**config.mk**
```make
export PLATFORM = sky130hd
export DESIGN_NAME = flash_sweep_scheduler
export DESIGN_NICKNAME = d
export VERILOG_FILES = /design/src/rtl/flash_sched_pkg.sv /design/src/rtl/flash_sweep_scheduler_rr_arb2.sv /design/src/rtl/flash_sweep_scheduler.sv
export SDC_FILE = /design/constraint.sdc
export NUM_CORES = 1
export LEC_CHECK = 0
export ABC_AREA = 1
export BUFFER_PORTS_ARGS = -buffer_cell sky130_fd_sc_hd__clkbuf_2
export CAP_MARGIN = 20
export CORE_AREA = 4 4 105 107
export DETAILED_ROUTE_END_ITERATION = 12
export DIE_AREA = 0 0 109 111
export GPL_ROUTABILITY_DRIVEN = 0
export GPL_TIMING_DRIVEN = 0
export PLACE_DENSITY = 0.75
export SLEW_MARGIN = 10
export SYNTH_ARGS = -nofsm -noshare
export SYNTH_HDL_FRONTEND = slang
export SYNTH_SLANG_ARGS = --single-unit
```
**constraint.sdc**
```tcl
create_clock -name clk -period 4.53 [get_ports clk]
set_input_delay 0.906 -clock clk [delete_from_list [all_inputs] [get_ports clk]]
set_output_delay 0.906 -clock clk [all_outputs]
set_load 0.05 [all_outputs]
```
**src/rtl/flash_sched_pkg.sv**
```systemverilog
// Shared constants, state encoding and bar helpers for the sweep scheduler.
package flash_sched_pkg;

    localparam int NUM_REQ   = 2;
    localparam int MAX_STEPS = 8;
    localparam int LED_W     = 16;
    localparam int BOUND_W   = 5;
    localparam int STEP_W    = $clog2(MAX_STEPS);
    localparam int NSTEP_W   = STEP_W + 1;

    typedef logic [1:0]         state_t;
    typedef logic [BOUND_W-1:0] bound_t;

    localparam state_t IDLE   = 2'd0;
    localparam state_t UP     = 2'd1;
    localparam state_t DOWN   = 2'd2;
    localparam state_t FINISH = 2'd3;

    localparam bound_t LVL_MAX = bound_t'(LED_W);
    localparam bound_t HI_RST  = bound_t'(LED_W);
    localparam bound_t LO_RST  = bound_t'(0);

    localparam logic [NSTEP_W-1:0] NSTEPS_RST = NSTEP_W'(1);
    localparam logic [NSTEP_W-1:0] NSTEPS_MAX = NSTEP_W'(MAX_STEPS);

    localparam logic [LED_W:0] BAR_ONE = (LED_W+1)'(1);

    function automatic bound_t clamp_bound(input bound_t v);
        return (v > LVL_MAX) ? LVL_MAX : v;
    endfunction

    // One extra bit lets level == LED_W produce an all-ones bar.
    function automatic logic [LED_W-1:0] bar_enc(input bound_t lvl);
        logic [LED_W:0] t;
        t = (BAR_ONE << lvl) - BAR_ONE;
        return t[LED_W-1:0];
    endfunction

endpackage

```
**src/rtl/flash_sweep_scheduler_rr_arb2.sv**
```systemverilog
// Two-way round-robin arbiter: on a tie the requester that did not
// win last time gets the bar.
module rr_arb2
    import flash_sched_pkg::*;
(
    input  logic               rr_ptr,
    input  logic [NUM_REQ-1:0] req,
    output logic [NUM_REQ-1:0] gnt,
    output logic               winner,
    output logic               valid
);

    always_comb begin
        winner = 1'b0;
        unique case (1'b1)
            (req == 2'b11): winner = ~rr_ptr;
            (req == 2'b10): winner = 1'b1;
            default:        winner = 1'b0;
        endcase
        valid = |req;
        gnt   = '0;
        if (valid) begin
            gnt[winner] = 1'b1;
        end
    end

endmodule

```
**src/rtl/flash_sweep_scheduler.sv**
```systemverilog
// Shares one thermometer LED bar between two requesters and plays a
// programmable series of up/down sweeps for each granted owner.
module flash_sweep_scheduler
    import flash_sched_pkg::*;
(
    input  logic               clk,
    input  logic               rst,
    input  logic [NUM_REQ-1:0] req,
    output logic [NUM_REQ-1:0] gnt,
    output logic               owner,
    output logic               busy,
    output logic               done,
    input  logic               abort,
    input  logic               cfg_we,
    input  logic [STEP_W-1:0]  cfg_addr,
    input  logic [BOUND_W-1:0] cfg_hi,
    input  logic [BOUND_W-1:0] cfg_lo,
    input  logic               cfg_nsteps_we,
    output logic               cfg_ack,
    output logic               cfg_err,
    output logic [LED_W-1:0]   LED
);

    state_t              state;
    state_t              state_nx;
    bound_t              level;
    bound_t              level_nx;
    logic [STEP_W-1:0]   step;
    logic [STEP_W-1:0]   step_nx;
    logic [NSTEP_W-1:0]  nsteps;
    logic                rr_ptr;
    bound_t              hi_tab [MAX_STEPS];
    bound_t              lo_tab [MAX_STEPS];

    logic [NUM_REQ-1:0]  arb_gnt;
    logic                arb_win;
    logic                arb_valid;

    bound_t              cur_hi;
    bound_t              cur_lo;
    logic                last_step;
    logic                grant_now;
    logic                cfg_req;
    logic [NSTEP_W-1:0]  cfg_n;
    logic                nsteps_bad;
    logic                cfg_ok;

    rr_arb2 u_arb (
        .rr_ptr (rr_ptr),
        .req    (req),
        .gnt    (arb_gnt),
        .winner (arb_win),
        .valid  (arb_valid)
    );

    assign cur_hi    = hi_tab[step];
    assign cur_lo    = lo_tab[step];
    assign last_step = ({1'b0, step} == (nsteps - NSTEP_W'(1)));
    assign grant_now = (state == IDLE) && arb_valid;

    // A grant in the same cycle takes the idle slot, so the write loses.
    assign cfg_req    = cfg_we | cfg_nsteps_we;
    assign cfg_n      = cfg_hi[NSTEP_W-1:0];
    assign nsteps_bad = cfg_nsteps_we &&
                        ((cfg_n == '0) || (cfg_n > NSTEPS_MAX));
    assign cfg_ok     = (state == IDLE) && !arb_valid && !nsteps_bad;

    always_comb begin
        state_nx = state;
        level_nx = level;
        step_nx  = step;
        if ((state != IDLE) && abort) begin
            state_nx = IDLE;
            level_nx = '0;
            step_nx  = '0;
        end else begin
            unique case (state)
                IDLE: begin
                    if (arb_valid) begin
                        state_nx = UP;
                        level_nx = '0;
                        step_nx  = '0;
                    end
                end
                UP: begin
                    if (level < cur_hi) begin
                        level_nx = level + bound_t'(1);
                    end else begin
                        state_nx = DOWN;
                    end
                end
                DOWN: begin
                    if (level > cur_lo) begin
                        level_nx = level - bound_t'(1);
                    end else if (last_step) begin
                        state_nx = FINISH;
                    end else begin
                        step_nx  = step + STEP_W'(1);
                        state_nx = UP;
                    end
                end
                default: begin
                    state_nx = IDLE;
                    level_nx = '0;
                    step_nx  = '0;
                end
            endcase
        end
    end

    always_ff @(posedge clk) begin
        if (rst) begin
            state   <= IDLE;
            level   <= '0;
            step    <= '0;
            LED     <= '0;
            gnt     <= '0;
            busy    <= 1'b0;
            owner   <= 1'b0;
            done    <= 1'b0;
            cfg_ack <= 1'b0;
            cfg_err <= 1'b0;
            rr_ptr  <= 1'b0;
            nsteps  <= NSTEPS_RST;
            for (int i = 0; i < MAX_STEPS; i++) begin
                hi_tab[i] <= HI_RST;
                lo_tab[i] <= LO_RST;
            end
        end else begin
            state   <= state_nx;
            level   <= level_nx;
            step    <= step_nx;
            LED     <= bar_enc(level_nx);
            gnt     <= grant_now ? arb_gnt : '0;
            done    <= (state == FINISH) && !abort;
            cfg_ack <= cfg_req && cfg_ok;
            cfg_err <= cfg_req && !cfg_ok;
            if (grant_now) begin
                busy   <= 1'b1;
                owner  <= arb_win;
                rr_ptr <= arb_win;
            end else if (state_nx == IDLE) begin
                busy <= 1'b0;
            end
            if (cfg_ok && cfg_we) begin
                hi_tab[cfg_addr] <= clamp_bound(cfg_hi);
                lo_tab[cfg_addr] <= clamp_bound(cfg_lo);
            end
            if (cfg_ok && cfg_nsteps_we) begin
                nsteps <= cfg_n;
            end
        end
    end

endmodule

```
==> results of run 1 <==
## cell usage in the layout (no fill, tap or decap), types with 4 or more instances in the layout
cell type	instances
a21oi_1	16
bufinv_16	7
clkbuf_1	5
clkbuf_16	16
clkbuf_2	47
clkinv_1	4
dfxtp_1	38
edfxtp_1	80
ha_1	14
inv_1	51
inv_2	4
nand2_1	90
nand2_2	10
nand2_4	8
nand3_1	35
nand3_2	9
nand4_1	4
nor2_1	168
nor2_2	4
nor3_1	4
o21ai_0	52
o21ai_1	5
o221ai_1	8
o22ai_1	10
xor2_1	7
## layout make-up
class                           count  area share, %
Sequential cell                   120           45.6
Timing Repair Buffer               42           2.99
Inverter                           61           3.42
Buffer                             17           1.39
Tap cell                          136           2.42
Clock inverter                     15           3.88
Multi-Input combinational cell    467           34.4
Clock buffer                       17           5.90
## power groups by stage
stage	Clock (mW)	Combinational [mW]	Sequential, mW
after floorplan	0	0.211	1.36
after global placement	0	0.394	1.26
after detailed placement	0	0.401	1.26
after CTS	1.57	0.405	1.24
after global routing	1.63	0.444	1.25
final	1.57	0.408	1.24
## metrics by stage
step / instances / utilization [%] / hold slack, ps
after detailed placement: 844 / 62.2 / 471
after global placement: 844 / 62.2 / 445
after floorplan: 666 / - / 435
after global routing: 875 / 69.3 / 510
after CTS: 875 / 69.0 / 477
final: 875 / 69.3 / 478
## worst reg2reg max path: stages (launching register included)
cell      delay [ps]
dfxtp_2          350
inv_2             90
buf_6            150
clkbuf_2         280
nor2_1            80
o221ai_1         310
o21ai_0          220
ha_1             350
nand2_1           90
nor2_1            50
a211oi_2         410
nand2_4          110
nand2_1           70
nand3_1           70
nand2_1          160
nand2_2          100
nand2_4          150
inv_6             70
nand2_1           90
ha_1             190
inv_1            130
a21oi_2          150
nand2_1           80
nor2_1           140
nand3_1          100
nand2_1           70
nor2_1            50
## routing by layer
metal / vias to the layer above / GRT usage (%)
met3: 58 / 6.99
li1: 2374 / -
met5: - / 0
met2: 303 / 41.7
met4: 0 / 13.0
met1: 2397 / 32.6
## worst min path at each step
stage,start,slack [ps],endpoint
finish,busy$_SDFFE_PP0P_,480,busy$_SDFFE_PP0P_
global route,busy$_SDFFE_PP0P_,510,busy$_SDFFE_PP0P_
CTS,busy$_SDFFE_PP0P_,480,busy$_SDFFE_PP0P_
detailed placement,busy$_SDFFE_PP0P_,470,busy$_SDFFE_PP0P_
global placement,state[0]$_SDFF_PP0_,450,done$_SDFF_PP0_
floorplan,state[0]$_SDFF_PP0_,430,done$_SDFF_PP0_
## cells in the mapped netlist, drive strengths merged (2+ instances only)
master | count | area share [%]
dfxtp | 40 | 14
clkbuf | 16 | 1.0
o221ai | 8 | 1.2
edfxtp | 80 | 41
clkinv | 3 | 0.19
a211oi | 3 | 0.46
o22ai | 10 | 1.1
nor2 | 175 | 12
buf | 2 | 0.32
xnor2 | 3 | 0.44
nand4 | 5 | 0.63
inv | 58 | 3.8
a21oi | 19 | 1.7
nor3 | 4 | 0.34
xor2 | 7 | 1.0
o21ai | 57 | 4.8
nand2 | 108 | 8.2
ha | 14 | 3.0
nand3 | 45 | 4.8
## state kept, by name (all words and copies together) (netlist names), 2 cells and up, named ones only
register and cells:
step 3, LED 16, level 5, lo_tab 40, nsteps 4, state 2
hi_tab 40, gnt 2
## logic make-up after synthesis
family | Yosys count | synth area share, %
compound gates | 103 | 10.1
xor+xnor | 10 | 1.48
fa+ha+maj | 14 | 2.96
buf+inv | 79 | 5.32
flops | 120 | 54.1
simple gates | 340 | 26.1
## timing repair
item	4_1_cts	5_1_grt
pin swaps	0	1
gates resized for setup	3	31
cloned	0	0
setup endpoints to repair	4	7
==> impl_results.md, run 1 <==
* CTS Buf Count at 17
* Clock share of power at 48.8%
* VDD IR max at 0.290 mV
* Tmin final at 4230 ps
* Seq/Total Area, Yosys at 54.1%
* Drt total wl at 15200 µm
* CTS tree: built
* Die Height at 111 µm
* Flop pwr share at 38.5%
* Post-CTS Setup Bufs at 0
* Layout cells sized above 1 at 18.1%
* WP buf/inv at 5
* Clk root buf: clkbuf_8
* Power Dens Cells at 459 nW/µm²
* Post-synth top flop: edfxtp_1
* Worst r2r dst: LED[14]$_SDFF_PP0_
* Slew @ Worst Pin at 682 ps
* Largest net degree at the start of global routing at 17
* Die width at 109 µm
* Initial core utilization at 58.4%
* Pre-CTS setup slack at -128 ps
* Via/cell ratio at 5.87
* Startpoint Class: register
* Vias in the first global route at 5093
* Crit share post-route at 93.4%
* R2R cell count at 26
* Internal Power at 2.39 mW
* DIE AREA at 12100 µm²
* Met2 wire length at 7330 µm
* Port bufs at 42
* Sink Count at 120
* Met3 routed WL at 1330 µm
* Core Box Area at 10100 µm²
* Area Growth Syn to Fin at 18.5%
* DP Area at 6310 µm²
* Gr usage total at 26.2%
* Hold depth at 2
* Gate Count Post-Synth at 666
* Final Power at 3.23 mW
* Worst-path fanout max at 10
* Logic pwr share at 12.7%
* Register area at 3210 µm²
* First-pass iteration count of the detailed router at 6
* Detailed-route via count at 5132
* Synthesized Nets at 700
* Drt wl/cell at 17.4 µm
* Post-route cell area at 7020 µm²
* Nets at 760
* Max cap viols at 0
* Global route overflow at 0
* Final WS setup at 299 ps
* Violation count after the first detailed-route iteration at 406
* CP Class: reg -> reg
* First-pass GRT wire length at 24100 µm
* Reg clk slew, reported paths at 60 ps
* Rel. slew slack at 54.5%
* Hold crit path type: reg -> reg
* Crit path DAT at 4660 ps
* CP most frequent cell: nand2_1
* IO Pins at 43
* Critical path required time at 4960 ps
* Synthesized area per cell at 8.90 µm²
* Wl on met1 at 5970 µm
* Net Sw Frac at 25.9%
* Leak at 2.95 nW
* Unique masters post-synth at 43
* CP top delay family: simple AND/OR/NAND/NOR gates
* Setup_tns at 0 ps
* CTS Buffer Depth at 2
* N_diodes at 0
* Top Metal Used: met4
* Antenna viol nets, final at 0
* Multi-input logic area at 2410 µm²
* # rows at 37
* Flop2flop setup slack at 300 ps
* Number of synthesized register bits at 120
* Fmax at 236 MHz
* Post-DP HPWL at 10200 µm
* Status: complete, no violations
* Fillers at 731
* Initial antenna violation count at 0
* Setup-failing EPs final at 0
* Clk_lat worst skew at 540 ps
* Crit. path cell count at 26
* Slew Limit Fails at 0
* YS warnings at 0
* Switching component of the power at 835 µW
* Unrepaired setup endpoints after global routing: false
* CTS Hold Bufs at 0
* Slowest CP cell: a211oi_2
* Number of synthesized flops with an enable pin at 80
* Crit path to: LED[14]$_SDFF_PP0_
* Clock skew at 12.1 ps
* DRC at 0
* Synth async-reset ratio at 0%
* CP peak stage delay at 410 ps
* H-tree Lvls at 4
* CP endpoint kind: register
* Cell Area, Synth at 5930 µm²
* Hold Fails Final Rpt at 0
Power figures use the tool's default switching activity.
==> run 2: changes to the inputs <==
--- a/config.mk
+++ b/config.mk
@@ -14,7 +14,8 @@
 export GPL_ROUTABILITY_DRIVEN = 0
 export GPL_TIMING_DRIVEN = 0
 export PLACE_DENSITY = 0.75
-export SLEW_MARGIN = 10
+export SLEW_MARGIN = 20
 export SYNTH_ARGS = -nofsm -noshare
 export SYNTH_HDL_FRONTEND = slang
+export SYNTH_HIERARCHICAL = 1
 export SYNTH_SLANG_ARGS = --single-unit
==> run 2 against run 1 <==
  * Global-route usage down 0.38 points
  * Register-to-register slack improved by 100 ps
  * Fmax increased by 2.4%
  * Setup slack improved by 100 ps
  * Critical path type unchanged
  * Clock-buffer cell count stayed put
  * Synthesized cell count rose by 2.4%
  * Critical path depth increased by 2
  * Routed wire length decreased by 3.7%
  * Non-clock buffer count rose by 2
==> impl_results.md, run 2 <==
* Area leader, netlist: edfxtp_1
* Hold Fails Final Rpt at 0 (unchanged)
* Gr usage total at 25.8% (-0.38 points)
* VDD IR max at 0.317 mV (+9.1%)
* Violation count after the first detailed-route iteration at 482 (+19%)
* CP endpoint kind: register
* Most common cell after layout, fill and taps aside: nor2_1
* Worst-path fanout max at 10 (unchanged)
* Antenna viol nets, final at 0 (unchanged)
* CTS Buffer Depth at 2 (unchanged)
* R2R cell count at 28 (+7.7%)
* Reg clk slew, reported paths at 60 ps (about the same)
* CP peak stage delay at 370 ps (-40 ps)
* Hold depth at 2 (unchanged)
* Post-DP HPWL at 10300 µm (+0.99%)
* Most frequent cell after synthesis: nor2_1
* Post-route cell area at 6980 µm² (-0.57%)
* H-tree Lvls at 4 (unchanged)
* Clk_lat worst skew at 530 ps (about the same)
* Setup-failing EPs final at 0 (unchanged)
* Unique masters post-synth at 38 (-12%)
* Post-synth top cells: nor2_1, nand2_1, edfxtp_1
* Crit path DAT at 4580 ps (-80 ps)
* Hold_ws at 461 ps (-16.3 ps)
* Slew Limit Fails at 0 (unchanged)
* Synthesized area per cell at 8.65 µm² (-2.8%)
* First-pass iteration count of the detailed router at 5 (-1)
* Met3 Use GR at 5.77% (-1.2 points)
* Vias in the first global route at 5043 (-0.98%)
* Cell Area, Synth at 5900 µm² (-0.46%)
* Initial core utilization at 58.2% (-0.27 points)
* Crit share post-route at 91.2% (-2.2 points)
* Largest net degree at the start of global routing at 17 (unchanged)
* Critical path required time at 4980 ps (+20 ps)
* CP top delay family: simple AND/OR/NAND/NOR gates
* Layout cells sized above 1 at 16.6% (-1.6 points)
* Met1 usage at 34.9% (+2.3 points)
* Core Box Area at 10100 µm² (unchanged)
* DP Area at 6280 µm² (-0.44%)
* IO Pins at 43 (unchanged)
* Drt total wl at 14700 µm (-3.7%)
* Drt wl/cell at 16.5 µm (-5.4%)
* Port bufs at 42 (unchanged)
* Synth async-reset ratio at 0% (unchanged)
* DIE AREA at 12100 µm² (unchanged)
* Unrepaired setup endpoints after global routing: false
* WP buf/inv at 6 (+1)
* CP Class: reg -> reg
* Flop2flop setup slack at 400 ps (+100 ps)
* Max cap viols at 0 (unchanged)
* Via/cell ratio at 5.67 (-3.3%)
* Final Power at 3.05 mW (-5.6%)
* Synthesized Nets at 716 (+2.3%)
* Finished Core Util at 68.9% (-0.39 points)
* Busiest grt layer: met2
* Slowest CP cell: dfxtp_2
* Startpoint Class: register
* WHS Endpoint: done$_SDFF_PP0_
* Commonest cells after routing, fill and taps aside: nor2_1, nand2_1, edfxtp_1
* Initial antenna violation count at 0 (unchanged)
* N_diodes at 0 (unchanged)
* First-pass GRT wire length at 24000 µm (-0.17%)
* Top cells by area, synth: edfxtp_1, dfxtp_1, nor2_1, nand2_1, o21ai_0
* Sink Count at 120 (unchanged)
* CTS tree: built
* DRC at 0 (unchanged)
* Fillers at 759 (+3.8%)
* Cells after DPL at 860 (+1.9%)
* Top-area cell type share of the netlist area at 40.7% (+0.19 points)
* Detailed-route via count at 5053 (-1.5%)
* Number of synthesized register bits at 120 (unchanged)
* Post-synth top flop: edfxtp_1
* Number of synthesized flops with an enable pin at 80 (unchanged)
* Fmax at 242 MHz (+2.4%)
* YS warnings at 6 (+6)
* Post-CTS Setup Bufs at 0 (unchanged)
* # rows at 37 (unchanged)
* Rel. slew slack at 61.4% (+6.9 points)
* Power Dens Cells at 436 nW/µm² (-5.0%)
* Gate Count Post-Synth at 682 (+2.4%)
* Post-Layout Cell Count at 891 (+1.8%)
* Hold crit path type: reg -> reg
* CP most frequent cell: nand2_1
* Area Growth Syn to Fin at 18.4%
* Hold_sp: state[0]$_SDFF_PP0_
* Met2 Use GR at 40.7% (-1.0 points)
* Die Height at 111 µm (unchanged)
* Die width at 109 µm (unchanged)
* Clk root buf: clkbuf_8
* Seq/Total Area, Yosys at 54.3% (+0.25 points)
* CTS Buf Count at 17 (unchanged)
* Biggest regs: hi_tab: 40 flops, lo_tab: 40 flops, LED: 16 flops
* Tmin final at 4130 ps (-100 ps)
* Status: complete, no violations
* Slew @ Worst Pin at 574 ps (-108 ps)
* Worst r2r dst: LED[14]$_SDFF_PP0_
* Leak at 2.99 nW (+1.6%)
* Clock skew at 14.8 ps (+2.73 ps)
* Global route overflow at 0 (unchanged)
* Nets at 776 (+2.1%)
==> run 2: final cells by class <==
type	instances	area [µm²]	area share, %
Buffer	19	110	1.58
Clock buffer	17	414	5.93
Clock inverter	15	248	3.55
Inverter	63	240	3.44
Multi-Input combinational cell	479	2390	34.2
Sequential cell	120	3200	45.9
Tap cell	136	170	2.44
Timing Repair Buffer	42	210	3.01
==> run 2: metrics by stage <==
stage	TNS, ps	setup slack (ps)
floorplan	0	994
global placement	0	114
detailed placement	-249	-75.5
CTS	0	26.1
global route	0	21.7
finish	0	400
==> run 2: kinds of logic (layout without fill, tap and decap cells) <==
logic type	Yosys count	in the layout	share of synthesized area, %
fa+ha+maj	14	14	2.97
simple gates	360	360	26.4
xor+xnor	9	9	1.34
compound gates	96	96	9.42
flops	120	120	54.3
buf+inv	83	156	5.58
==> run 2: worst max path at each step <==
| stage | start | end | slack (ps) | cells past startpoint |
|---|---|---|---|---|
| 3_5_place_dp | register | LED[14]$_SDFF_PP0_ | -80 | 26 |
| 5_1_grt | register | LED[14]$_SDFF_PP0_ | 20 | 28 |
| 3_3_place_gp | register | LED[14]$_SDFF_PP0_ | 110 | 26 |
| 6_report | register | LED[14]$_SDFF_PP0_ | 400 | 28 |
| 2_1_floorplan | register | LED[14]$_SDFF_PP0_ | 990 | 26 |
| 4_1_cts | register | LED[14]$_SDFF_PP0_ | 30 | 26 |
==> run 2: worst register-to-register path: cells and delay by family (launching register included) <==
kind / cells / cell delay [ps]
compound gates: 4 / 680
fa+ha+maj: 2 / 600
buf+inv: 6 / 790
flops: 1 / 370
simple gates: 16 / 1620
==> run 2: power by group <==
part	internal (mW)	leakage [nW]	switching, mW
sequential	1.21	1.13	0.0176
combinational	0.0770	1.55	0.230
clock	1.01	0.317	0.499
==> run 2: repair_timing <==
item,CTS,global route
gates resized for setup,4,28
hold buffers,0,0
endpoints found under the setup margin,5,8
pin swaps,0,1
==> run 2: layer usage <==
metal	vias to the layer above	part of all wire (%)	wire length, µm
li1	2419	-	-
met4	0	2.0	289
met3	31	9.6	1410
met1	2363	41	6090
met2	240	47	6890
met5	-	0	0
==> run 3: changes to the inputs <==
--- a/config.mk
+++ b/config.mk
@@ -8,12 +8,12 @@
 export ABC_AREA = 1
 export BUFFER_PORTS_ARGS = -buffer_cell sky130_fd_sc_hd__clkbuf_2
 export CAP_MARGIN = 20
-export CORE_AREA = 4 4 105 107
+export CORE_AREA = 4 4 101 103
 export DETAILED_ROUTE_END_ITERATION = 12
-export DIE_AREA = 0 0 109 111
+export DIE_AREA = 0 0 105 107
 export GPL_ROUTABILITY_DRIVEN = 0
 export GPL_TIMING_DRIVEN = 0
-export PLACE_DENSITY = 0.75
+export PLACE_DENSITY = 0.8
 export SLEW_MARGIN = 20
 export SYNTH_ARGS = -nofsm -noshare
 export SYNTH_HDL_FRONTEND = slang
==> constraint.sdc (replaced) <==
create_clock -name clk -period 5 [get_ports clk]
set_input_delay 1 -clock clk [delete_from_list [all_inputs] [get_ports clk]]
set_output_delay 1 -clock clk [all_outputs]
set_load 0.05 [all_outputs]
==> run 3 against run 2 <==
  * Total power fell by 20%
  * Sequential cell count stayed put
  * Design area is 3.2% lower
  * Register-to-register slack lost 110 ps
  * Critical path depth fell by 1
  * Clock power decreased by 30%
  * Combinational power fell by 10%
  * First-iteration DRC count shrank 7.1%
  * Utilization up 4.6 points
==> impl_results.md, run 3 (synthesis gave the netlist of run 2 again) <==
* Rel. slew slack at 58.8% (-2.6 points)
* VDD IR max at 0.254 mV (-20%)
* Drt total wl at 14300 µm (-2.6%)
* Unrepaired setup endpoints after global routing: false
* CTS Buf Count at 17 (unchanged)
* Worst-path fanout max at 10 (unchanged)
* CP top delay family: simple AND/OR/NAND/NOR gates
* Setup_tns at 0 ps (unchanged)
* Multi-input logic area at 2370 µm² (-0.89%)
* CP most frequent cell: nand2_1
* H-tree Lvls at 4 (unchanged)
* First-pass GRT wire length at 23200 µm (-3.6%)
* DIE AREA at 11200 µm² (-7.1%)
* Hold_sp: state[0]$_SDFF_PP0_
* CTS Hold Bufs at 0 (unchanged)
* CP peak stage delay at 410 ps (+40 ps)
* Status: complete, no violations
* Sink Count at 120 (unchanged)
* Antenna viol nets, final at 0 (unchanged)
* CP Class: reg -> reg
* Initial antenna violation count at 1 (+1)
* Biggest regs: hi_tab: 40 flops, lo_tab: 40 flops, LED: 16 flops
* Post-CTS Setup Bufs at 0 (unchanged)
* DRC at 0 (unchanged)
* Hold crit path type: reg -> reg
* Reg clk slew, reported paths at 60 ps (about the same)
* Max cap viols at 0 (unchanged)
* Global route overflow at 0 (unchanged)
* Startpoint Class: register
* Most common cell after layout, fill and taps aside: nor2_1
* Post-DP HPWL at 10300 µm (+0.14%)
* Leak at 2.90 nW (-3.1%)
* Area Growth Syn to Fin at 14.6%
* First-pass iteration count of the detailed router at 5 (unchanged)
* Gr usage total at 26.6% (+0.75 points)
* Violation count after the first detailed-route iteration at 448 (-7.1%)
* Die width at 105 µm (-3.7%)
* Nets at 777 (+0.13%)
* Largest net degree at the start of global routing at 17 (unchanged)
* Detailed-route via count at 5046 (-0.14%)
* CTS Buffer Depth at 2 (unchanged)
* Critical path required time at 5420 ps (+440 ps)
* Commonest cells after routing, fill and taps aside: nor2_1, nand2_1, edfxtp_1
* CTS tree: built
* Hold Fails Final Rpt at 0 (unchanged)
* Slew Limit Fails at 0 (unchanged)
* # rows at 35 (-5.4%)
* N_diodes at 0 (unchanged)
* Fmax at 212 MHz (-12%)
* Crit share post-route at 94.1% (+2.9 points)
* Tmin final at 4710 ps (+576 ps)
* IO Pins at 43 (unchanged)
* Power Dens Cells at 361 nW/µm² (-17%)
* Clock skew at 10.2 ps (-4.55 ps)
* Die Height at 107 µm (-3.6%)
* Clk root buf: clkbuf_8
* WP buf/inv at 5 (-1)
* Fillers at 653 (-14%)
* CP endpoint kind: register
* Final WS setup at 294 ps (-106 ps)
* Drt wl/cell at 16.5 µm (+0.10%)
* Slowest CP cell: clkbuf_1
* Vias in the first global route at 4879 (-3.3%)
* Layout cells sized above 1 at 14.0% (-2.5 points)
* Setup-failing EPs final at 0 (unchanged)
* Clk_lat worst skew at 520 ps (about the same)
* Pre-CTS setup slack at 468 ps (+544 ps)
* Slew @ Worst Pin at 614 ps (+40.0 ps)
* Core Box Area at 9200 µm² (-9.3%)
* Via/cell ratio at 5.82 (+2.6%)
* Register area at 3200 µm² (about the same)
* Port bufs at 42 (unchanged)
* Crit path DAT at 5120 ps (+540 ps)
* CTS resizes at 0 (-4)
* Initial core utilization at 64.1% (+6.0 points)
[run 3: cell count changes in the layout (fill, tap and decap cells not counted), sizes merged]
cell,change
clkinv,+2
clkbuf,+10
bufinv,-6
clkinvlp,-2
buf,-2
inv,-1
[run 3: routing by layer]
layer | track usage (%) | vias to the layer above | routed length [µm]
li1 | - | 2419 | -
met1 | 34.8 | 2305 | 5790
met2 | 42.9 | 280 | 6630
met3 | 5.84 | 40 | 1530
met4 | 11.2 | 2 | 348
met5 | 0 | - | 7
[run 3: final cells by class]
class / count / share of cell area [%]
Multi-Input combinational cell: 479 / 35.0
Tap cell: 111 / 2.05
Inverter: 63 / 3.50
Clock inverter: 8 / 0.759
Timing Repair Buffer: 42 / 3.11
Clock buffer: 24 / 6.81
Buffer: 20 / 1.37
Sequential cell: 120 / 47.4
[run 3: worst register-to-register path: cells and delay by family (launching register included)]
kind,cells,cell delay (ps)
AOI/OAI and AO/OA,4,860
adders and majority gates,2,620
buffers and inverters,5,1040
DFF,1,320
and+or+nand+nor,16,1800
[run 3: through the flow]
| step | hold WS [ps] | instances | cell area (µm²) | power, mW | utilization, % |
|---|---|---|---|---|---|
| floorplan | 435 | 682 | 5900 | 1.33 | - |
| global placement | 451 | 835 | 6250 | 1.40 | 67.9 |
| detailed placement | 454 | 835 | 6250 | 1.41 | 67.9 |
| CTS | 461 | 867 | 6760 | 2.44 | 73.5 |
| global route | 479 | 867 | 6760 | 2.52 | 73.5 |
| finish | 459 | 867 | 6760 | 2.44 | 73.5 |
[run 3: final timing paths]
check,cells after the start,slack [ps],end
min reg2reg,2,460,done$_SDFF_PP0_
max,27,290,LED[14]$_SDFF_PP0_
max reg2reg,27,290,LED[14]$_SDFF_PP0_
min,2,460,done$_SDFF_PP0_
[run 3: report_power, final]
group	leakage (nW)	total, mW	switching (mW)	internal, mW
logic	1.52	0.275	0.208	0.0671
registers	1.13	1.12	0.0162	1.10
clock network	0.253	1.05	0.414	0.632
